--- src/rtl/text_pkg.sv ---
// rtl/text_pkg.sv - shared geometry constants and fetch FSM encoding for the text overlay
package text_pkg;

    localparam int TXT_COLS = 16;
    localparam int TXT_ROWS = 16;
    localparam int GLYPH_W  = 8;
    localparam int GLYPH_H  = 16;
    localparam int CODE_W   = 7;
    localparam int XY_W     = 8;
    localparam int COL_W    = $clog2(TXT_COLS);

    typedef enum logic [1:0] {
        ST_IDLE  = 2'd0,
        ST_FETCH = 2'd1,
        ST_DRAIN = 2'd2
    } fetch_state_t;

endpackage

--- src/rtl/char_line_buffer.sv ---
// rtl/char_line_buffer.sv - 16-entry character code line buffer, one write port, async read
module char_line_buffer
    import text_pkg::*;
(
    input  logic              clk,
    input  logic              rst_n,
    input  logic              i_we,
    input  logic [COL_W-1:0]  i_waddr,
    input  logic [CODE_W-1:0] i_wdata,
    input  logic [COL_W-1:0]  i_raddr,
    output logic [CODE_W-1:0] o_rdata
);

    logic [CODE_W-1:0] r_mem [TXT_COLS];

    always_ff @(posedge clk or negedge rst_n) begin
        if (!rst_n) begin
            for (int i = 0; i < TXT_COLS; i++) begin
                r_mem[i] <= '0;
            end
        end else if (i_we) begin
            r_mem[i_waddr] <= i_wdata;
        end
    end

    assign o_rdata = r_mem[i_raddr];

endmodule

--- src/rtl/text_row_prefetch.sv ---
// rtl/text_row_prefetch.sv - fetches one text row from the character ROM during hblank
// and serves code/glyph line/glyph column to the font renderer during active video.
module text_row_prefetch
    import text_pkg::*;
#(
    parameter int XPOS    = 336,
    parameter int YPOS    = 172,
    parameter int V_TOTAL = 628
) (
    input  logic              clk,
    input  logic              rst_n,
    input  logic [10:0]       hcount,
    input  logic [10:0]       vcount,
    input  logic              hblnk,
    input  logic              vblnk,
    output logic [XY_W-1:0]   char_xy,
    input  logic [CODE_W-1:0] char_code,
    output logic [CODE_W-1:0] code_out,
    output logic [3:0]        char_line,
    output logic [2:0]        char_col,
    output logic              text_en,
    output logic              busy
);

    localparam logic [10:0] X_ORG   = 11'(XPOS);
    localparam logic [10:0] Y_ORG   = 11'(YPOS);
    localparam logic [11:0] X_START = 12'(XPOS);
    localparam logic [11:0] X_END   = 12'(XPOS + TXT_COLS * GLYPH_W);
    localparam logic [11:0] Y_START = 12'(YPOS);
    localparam logic [11:0] Y_END   = 12'(YPOS + TXT_ROWS * GLYPH_H);
    localparam logic [10:0] V_LAST  = 11'(V_TOTAL - 1);

    fetch_state_t      r_state;
    logic [3:0]        r_row;
    logic [COL_W-1:0]  r_col;
    logic [COL_W-1:0]  r_col_d;
    logic              r_we_d;
    logic [XY_W-1:0]   r_char_xy;
    logic              r_busy;
    logic              r_hblnk_d;

    logic [CODE_W-1:0] r_code_out;
    logic [3:0]        r_char_line;
    logic [2:0]        r_char_col;
    logic              r_text_en;

    logic [10:0]       w_nline;
    logic [7:0]        w_noff;
    logic              w_row_hit;
    logic              w_trigger;
    logic              w_in_box;
    logic [6:0]        w_hoff;
    logic [3:0]        w_voff;
    logic [CODE_W-1:0] w_rd_data;

    assign w_nline   = (vcount == V_LAST) ? 11'd0 : vcount + 11'd1;
    assign w_noff    = 8'(w_nline - Y_ORG);
    assign w_row_hit = ({1'b0, w_nline} >= Y_START) && ({1'b0, w_nline} < Y_END)
                     && (w_noff[3:0] == 4'd0);
    // Not gated by vblnk so that row 0 is loaded on the last blanked line.
    assign w_trigger = hblnk && !r_hblnk_d && w_row_hit;

    // Offsets are only consumed once the box compare has passed.
    assign w_hoff   = 7'(hcount - X_ORG);
    assign w_voff   = 4'(vcount - Y_ORG);
    assign w_in_box = ({1'b0, hcount} >= X_START) && ({1'b0, hcount} < X_END)
                    && ({1'b0, vcount} >= Y_START) && ({1'b0, vcount} < Y_END)
                    && !hblnk && !vblnk;

    always_ff @(posedge clk or negedge rst_n) begin
        if (!rst_n) begin
            r_state   <= ST_IDLE;
            r_row     <= '0;
            r_col     <= '0;
            r_col_d   <= '0;
            r_we_d    <= 1'b0;
            r_char_xy <= '0;
            r_busy    <= 1'b0;
            r_hblnk_d <= 1'b0;
        end else begin
            r_hblnk_d <= hblnk;
            r_we_d    <= (r_state == ST_FETCH);
            r_col_d   <= r_col;
            case (r_state)
                ST_IDLE: begin
                    if (w_trigger) begin
                        r_state   <= ST_FETCH;
                        r_row     <= w_noff[7:4];
                        r_col     <= '0;
                        r_char_xy <= {w_noff[7:4], 4'd0};
                        r_busy    <= 1'b1;
                    end
                end
                ST_FETCH: begin
                    // r_col is the column currently on char_xy.
                    if (r_col == 4'hF) begin
                        r_state <= ST_DRAIN;
                    end else begin
                        r_col     <= r_col + 4'd1;
                        r_char_xy <= {r_row, r_col + 4'd1};
                    end
                end
                ST_DRAIN: begin
                    r_state <= ST_IDLE;
                    r_busy  <= 1'b0;
                end
                default: begin
                    r_state <= ST_IDLE;
                    r_busy  <= 1'b0;
                end
            endcase
        end
    end

    char_line_buffer u_line_buf (
        .clk     (clk),
        .rst_n   (rst_n),
        .i_we    (r_we_d),
        .i_waddr (r_col_d),
        .i_wdata (char_code),
        .i_raddr (w_hoff[6:3]),
        .o_rdata (w_rd_data)
    );

    always_ff @(posedge clk or negedge rst_n) begin
        if (!rst_n) begin
            r_code_out  <= '0;
            r_char_line <= '0;
            r_char_col  <= '0;
            r_text_en   <= 1'b0;
        end else begin
            r_text_en   <= w_in_box;
            r_code_out  <= w_in_box ? w_rd_data   : '0;
            r_char_line <= w_in_box ? w_voff      : '0;
            r_char_col  <= w_in_box ? w_hoff[2:0] : '0;
        end
    end

    assign char_xy   = r_char_xy;
    assign busy      = r_busy;
    assign code_out  = r_code_out;
    assign char_line = r_char_line;
    assign char_col  = r_char_col;
    assign text_en   = r_text_en;

endmodule

--- config.mk ---
export PLATFORM = sky130hd
export DESIGN_NAME = text_row_prefetch
export DESIGN_NICKNAME = d
export VERILOG_FILES = /design/src/rtl/text_pkg.sv /design/src/rtl/char_line_buffer.sv /design/src/rtl/text_row_prefetch.sv
export SDC_FILE = /design/constraint.sdc
export NUM_CORES = 1
export LEC_CHECK = 0
export CORE_MARGIN = 2
export CORE_UTILIZATION = 25
export DETAILED_ROUTE_END_ITERATION = 7
export PLACE_DENSITY = 0.53
export SYNTH_ARGS = -nofsm -noshare
export SYNTH_HDL_FRONTEND = slang
export SYNTH_SLANG_ARGS = --single-unit
--- constraint.sdc ---
create_clock -name clk -period 2.3 [get_ports clk]
set_input_delay 0.46 -clock clk [delete_from_list [all_inputs] [get_ports clk]]
set_output_delay 0.46 -clock clk [all_outputs]
set_load 0.02 [all_outputs]
[Yosys cells after proc, flatten, opt, wreduce, memory -nomap -nowiden]
Cells that the tools add are included.
Word-level totals
  bits in registers: 152
  bits in latches: 0
  memory bits (writable): 0
  bits in read-only memories: 0
  input port bits: 33
  output and inout port bits: 24
  logic and storage cells: 92
  memories: 0
Cells by class
  add/subtract/negate cells: 5
  multipliers: 0
  divide/modulo/power cells: 0
  $lt $le $gt $ge: 9
  equal/unequal tests: 6
  shift operators: 0
  muxes and demuxes: 21
  bitwise logic cells: 3
  reductions and logical operators: 20
Operators with widths (number)
  $bwmux W112: 1
  $lt A11 B9 Y1 const B: 3
  $bmux W7 S4: 1
  $demux W7 S4: 1
  $mux W7: 4
  $ge A11 B8 Y1 const B: 2
  $mux W8: 2
  $pmux W8 S2: 1
  $mux W4: 3
  $add A11 B1 Y11 const B: 1
  $eq A11 B10 Y1 const B: 1
  $ge A11 B9 Y1 const B: 1
  $mux W11: 1
  $ge A5 B5 Y1 const B: 2
  $logic_and A1 B1 Y1: 10
  $not A4 Y5: 2
  $pmux W4 S2: 1
  $sub A8 B8 Y8 const B: 1
  $sub A7 B7 Y7 const B: 1
  $reduce_and A2 Y1: 3
  $lt A5 B1 Y1 const B: 1
  $add A4 B1 Y4 const B: 1
  $eq A4 B4 Y1 const B: 1
  $logic_not A4 Y1: 1
  14 further kinds: 18

[Logic depth before layout (Yosys ltp)]
Gate-level depths: netlist (run 1).
  depth in word-level cells: 8
  depth in mapped cells: 10
  gate-level depth less buffers: 8

[Modules after synthesis]
From an unflattened synthesis (run 1), not the netlist that was laid out.
Second synthesis, totals
  cells, all modules: 512
  area total of the unflattened synthesis: 7190.6 um^2
By module, submodules not included
  char_line_buffer: times used 1, cells an instance 323, area each 5195.0 um^2, seq. area each 2802.7 um^2
  text_row_prefetch: times used 1, cells an instance 189, area each 1995.7 um^2, seq. area each 900.9 um^2

[Least setup slack after synthesis (run 1)]
Ideal clock, no wire load.
  path type: input to register
  from: input hcount[4]
  to: register r_code_out[0], in the netlist code_out[0]
  arrival: 2.427 ns
  data required time: 2.181 ns
  path slack: -0.246 ns
  stages on the path: 6
  buffers on the path: 1
  cell sequence: clkbuf_1 -> inv_1 -> ha_1 -> xor2_1 -> mux4_2 -> and2_1
On the way
  longest elaborated chain between the ends: 7
  elaborated cells on any way between the ends: 13
  those cells by class: 1 x add/sub; 2 x order compare; 4 x mux; 1 x bitwise; 5 x reduce/logical
RTL lines
  start, declared: RTL line text_row_prefetch.sv:12  | input logic [10:0] hcount,
  branches (longest 6 deep; another with $sub A7 B7 Y7)
  $mux W7 (*): RTL line text_row_prefetch.sv:133  | r_code_out <= w_in_box ? w_rd_data : '0;
  end signal, assigned: RTL line text_row_prefetch.sv:133
  end, declared: RTL line text_row_prefetch.sv:42  | logic [CODE_W-1:0] r_code_out;
Every way passes the cells marked *. The select of a mux whose other input is x is not followed.
A chain may end at the register's enable or synchronous reset.

[Worst setup path after layout (run 1)]
  from: input vcount[3]
  to: register r_char_xy[7], in the netlist char_xy[7]
On the way
  longest elaborated chain between the ends: 8
  elaborated cells on any way between the ends: 14
  those cells by class: 2 x add/sub; 2 x order compare; 2 x eq/ne; 3 x mux; 5 x reduce/logical
RTL lines
  start, declared: RTL line text_row_prefetch.sv:13  | input logic [10:0] vcount,
  $add A11 B1 Y11 / $eq A11 B10 Y1 (equally long branches): RTL line text_row_prefetch.sv:56  | assign w_nline = (vcount == V_LAST) ? 11'd0 : vcount + 11'd1;
  $mux W11 (*): RTL line text_row_prefetch.sv:56
  $sub A8 B8 Y8, or another cell as far along: RTL line text_row_prefetch.sv:57  | assign w_noff = 8'(w_nline - Y_ORG);
  $logic_not A4 Y1 / $logic_and A1 B1 Y1 (equally long branches): RTL line text_row_prefetch.sv:59, text_row_prefetch.sv:58
  $logic_and A1 B1 Y1: RTL line text_row_prefetch.sv:59  | && (w_noff[3:0] == 4'd0);
  $logic_and A1 B1 Y1: RTL line text_row_prefetch.sv:61  | assign w_trigger = hblnk && !r_hblnk_d && w_row_hit;
  $ne A2 B2 Y1 (no source line)
  $reduce_and A3 Y1 (no source line)
  end signal, assigned: RTL line text_row_prefetch.sv:90  | r_char_xy <= {w_noff[7:4], 4'd0};
  end signal, assigned: RTL line text_row_prefetch.sv:100  | r_char_xy <= {r_row, r_col + 4'd1};
  end, declared: RTL line text_row_prefetch.sv:38  | logic [XY_W-1:0] r_char_xy;
Mark *: on every way between the ends. The rest lies on a longest branch, timed or not. The select of a mux whose other input is x is not followed.

==> results.py, run 1 <==
metrics = {
    "run_status": {
        "status": "finished, violations left",
        "violations": "hold timing",
    },
    "cells_and_area": {
        "fill_cells": 2622,
        "post-route-util": 0.333,
        "antennaDiodeCount": 0,
        "multi_input_area_sq_um": 3110,
        "finalInstanceArea_sq_um": 9030,
        "drive_gt1_frac": 0.420,
        "regArea_sq_um": 3700,
        "syn2layout_area_growth_pct": 30.2,
        "nets": 634,
    },
    "floorplanning": {
        "dieArea_sq_um": 29100,
        "die_h_microns": 171,
        "rows": 60,
        "ios": 57,
        "core-area_sq_um": 27100,
        "die_w_microns": 171,
        "initial_core_util": 0.256,
    },
    "clocking": {
        "clkLatencyLatePin_ns": 0.42,
        "cts-root-buf": "clkbuf_16",
        "cts_setup_buffers": 0,
        "ctsLongestPathBuffers": 2,
        "clk_pin_slew_worst_paths_ns": 0.07,
        "ctsHtreeMaxLevel": 4,
        "cts_tree": "built",
        "cts_buffers": 17,
        "cts.sinks": 148,
    },
    "synthesis": {
        "ys_seq_area_frac": 0.534,
        "synth_edf_count": 0,
        "synth_top_area_share": 0.534,
        "yosys_warnings": 0,
        "avgSynthCellArea_sq_um": 14.1,
        "synth_ff_type": "dfrtp_1",
        "yosys-top-cells-count": "dfrtp_1 (148), mux2_2 (113), mux4_2 (35), nand2_1 (20)",
        "syn-instance-count": 491,
        "yosysTopAreaCell": "dfrtp_1",
        "async_reset_ff_frac": 1.00,
        "syn_area_sq_um": 6940,
        "yosysMostFrequentCell": "dfrtp_1",
        "ys_types": 52,
        "synthTopCellsByArea": "dfrtp_1 (53%), mux2_2 (18%), mux4_2 (11%)",
        "synth_seq_cells": 148,
        "synth_nets": 529,
    },
    "grt": {
        "grt_max_degree": 57,
        "grt_pass1_wl_mm": 26.4,
        "overflow": 0,
        "grt_pass1_vias": 4748,
        "antenna_found_initial": 0,
        "grtUsageTotal": 0.118,
    },
    "setup_path": {
        "path_class": "input pin to register",
        "r2r_cells": 5,
        "cp-startpoint": "vcount[3]",
        "r2r_setup_slack_ns": 0.55,
        "cp-end-kind": "register",
        "critical_path.max_stage_delay_ns": 0.48,
        "r2r_start": "r_state[1]",
        "path_max_fanout": 6,
        "path_cells": "clkdlybuf4s50_1 > inv_1 > ha_1 > nand4bb_1 > or4_1 > nand4_1 > a31o_4 > o21ai_1 > buf_4 > o221ai_1",
        "rr_endpoint": "r_row[1]",
        "cp_data_arrival_time_ns": 2.53,
        "endpoint": "char_xy[7]",
        "critPathLaunchType": "input pin",
        "critPathSlowestCell": "clkdlybuf4s50_1",
        "required_ns": 2.64,
    },
    "detailed_routing": {
        "postRouteAntennaNets": 0,
        "firstDrtPassIters": 4,
        "num_vias": 4402,
        "wire_per_inst_microns": 16.8,
        "vias_per_cell": 4.49,
        "finalWirelength_mm": 16.4,
        "drt_iter0_markers": 227,
        "drc": 0,
    },
    "timing": {
        "hold_ws_ns": -0.00532,
        "fmax_mhz": 455,
        "slew_headroom": 0.629,
        "setup_viol": 0,
        "slew_violations": 0,
        "hold_violations": 4,
        "finalCriticalPeriod_ns": 2.20,
        "finalCritPeriodShare": 0.955,
        "tightest_slew_ns": 0.555,
        "rsz0062_at_grt": "yes",
        "finClkSkew_ns": 0.0108,
    },
    "power_and_ir_drop": {
        "p_leak_nw": 3.93,
        "finalPower_mw": 6.49,
        "ir_drop_v": 0.000505,
        "power_density_nw_per_um2": 718,
    },
    "min_path": {
        "hp-class": "input pin to asynchronous set/reset pin",
    },
    "job": {
        "drv_cap": 0,
    },
    "place": {
        "gp_congestion": 0.789,
        "dpl.hpwl_mm": 12.1,
        "place_area_sq_um": 8320,
        "port_buffers": 56,
    },
}
## power by group
part	internal (mW)	switching (mW)	total, mW
Clock	1.89	1.12	3.02
Combinational	0.348	0.333	0.681
Sequential	2.71	0.0834	2.79
## worst max-delay path: cells and delay by family
kind / cells / cell delay (ns)
buffers and inverters: 3 / 0.75
adder cells (fa/ha/maj): 1 / 0.17
AO/OA/AOI/OAI: 3 / 0.41
AND/OR/NAND/NOR: 3 / 0.74
## registers in the layout, indices dropped and copies added (netlist names), 2 cells and up
signal and flops:
r_row 4, char_xy 5, char_col 3, char_line 4, r_col 3, code_out 7
r_state 2, u_line_buf.r_mem 112, r_col_d 4
## logic make-up after synthesis
| group | Yosys count | synth area share |
|---|---|---|
| mux | 150 | 0.300 |
| xor+xnor | 7 | 0.00884 |
| compound gates | 40 | 0.0400 |
| flops | 148 | 0.534 |
| buf+inv | 39 | 0.0272 |
| fa+ha+maj | 5 | 0.00902 |
| simple gates | 102 | 0.0810 |
## routing by layer
layer  share of wire  global-route usage  vias up
met2            0.51               0.200       58
met5               0                   0        -
li1                -                   -     2023
met4           0.012              0.0312        0
met1            0.46               0.154     2305
met3           0.027              0.0259       16
## worst min-delay path by stage
stage	start	end	slack, ns	cells after the start
CTS	rst_n	u_line_buf.r_mem[4]	0.0007	1
floorplan	rst_n	busy	0.16	0
finish	rst_n	u_line_buf.r_mem[4]	-0.005	1
detailed placement	rst_n	u_line_buf.r_mem[11]	0.46	1
global placement	rst_n	u_line_buf.r_mem[11]	0.44	1
global route	rst_n	u_line_buf.r_mem[4]	0.006	1
## through the flow
stage | setup slack [ns] | instances | TNS (ns) | hold WS, ns
6_report | 0.103 | 981 | 0 | -0.00532
5_1_grt | -0.0238 | 981 | -0.0523 | 0.00578
4_1_cts | 0.00965 | 980 | 0 | 0.000671
3_5_place_dp | -0.482 | 948 | -9.83 | 0.456
3_3_place_gp | -0.425 | 948 | -9.04 | 0.444
2_1_floorplan | 0.00875 | 491 | 0 | 0.164
## placed cells by master (no fill, tap or decap), types with 9 or more instances in the layout
master and instances:
and2_1 14, buf_4 52, clkbuf_16 17, clkdlybuf4s50_1 54
dfrtp_1 148, inv_1 11, mux2_2 113, mux4_2 35
nand2_1 20, nor2_1 18, o21ai_0 9
## cell type report
cell class	instances	area share
clock buffer	19	0.0502
clock inverter	13	0.0219
inverter	11	0.00457
multi-input combinational	304	0.344
sequential	148	0.410
tap	372	0.0515
timing repair buffer	114	0.117
## timing repair
action,CTS,global route
endpoints found under the hold margin,0,0
endpoints found under the setup margin,5,26
pin swaps,0,2
cloned,0,1
resized for setup,1,13
hold buffers,0,0
No activity file was read; power rests on OpenSTA's default activity.
==> run 2, diff against run 1 <==
- SLEW_MARGIN: default -> 25
==> results of run 2 <==
Same layout as run 1: the final DEF is identical, and so are final timing and power.
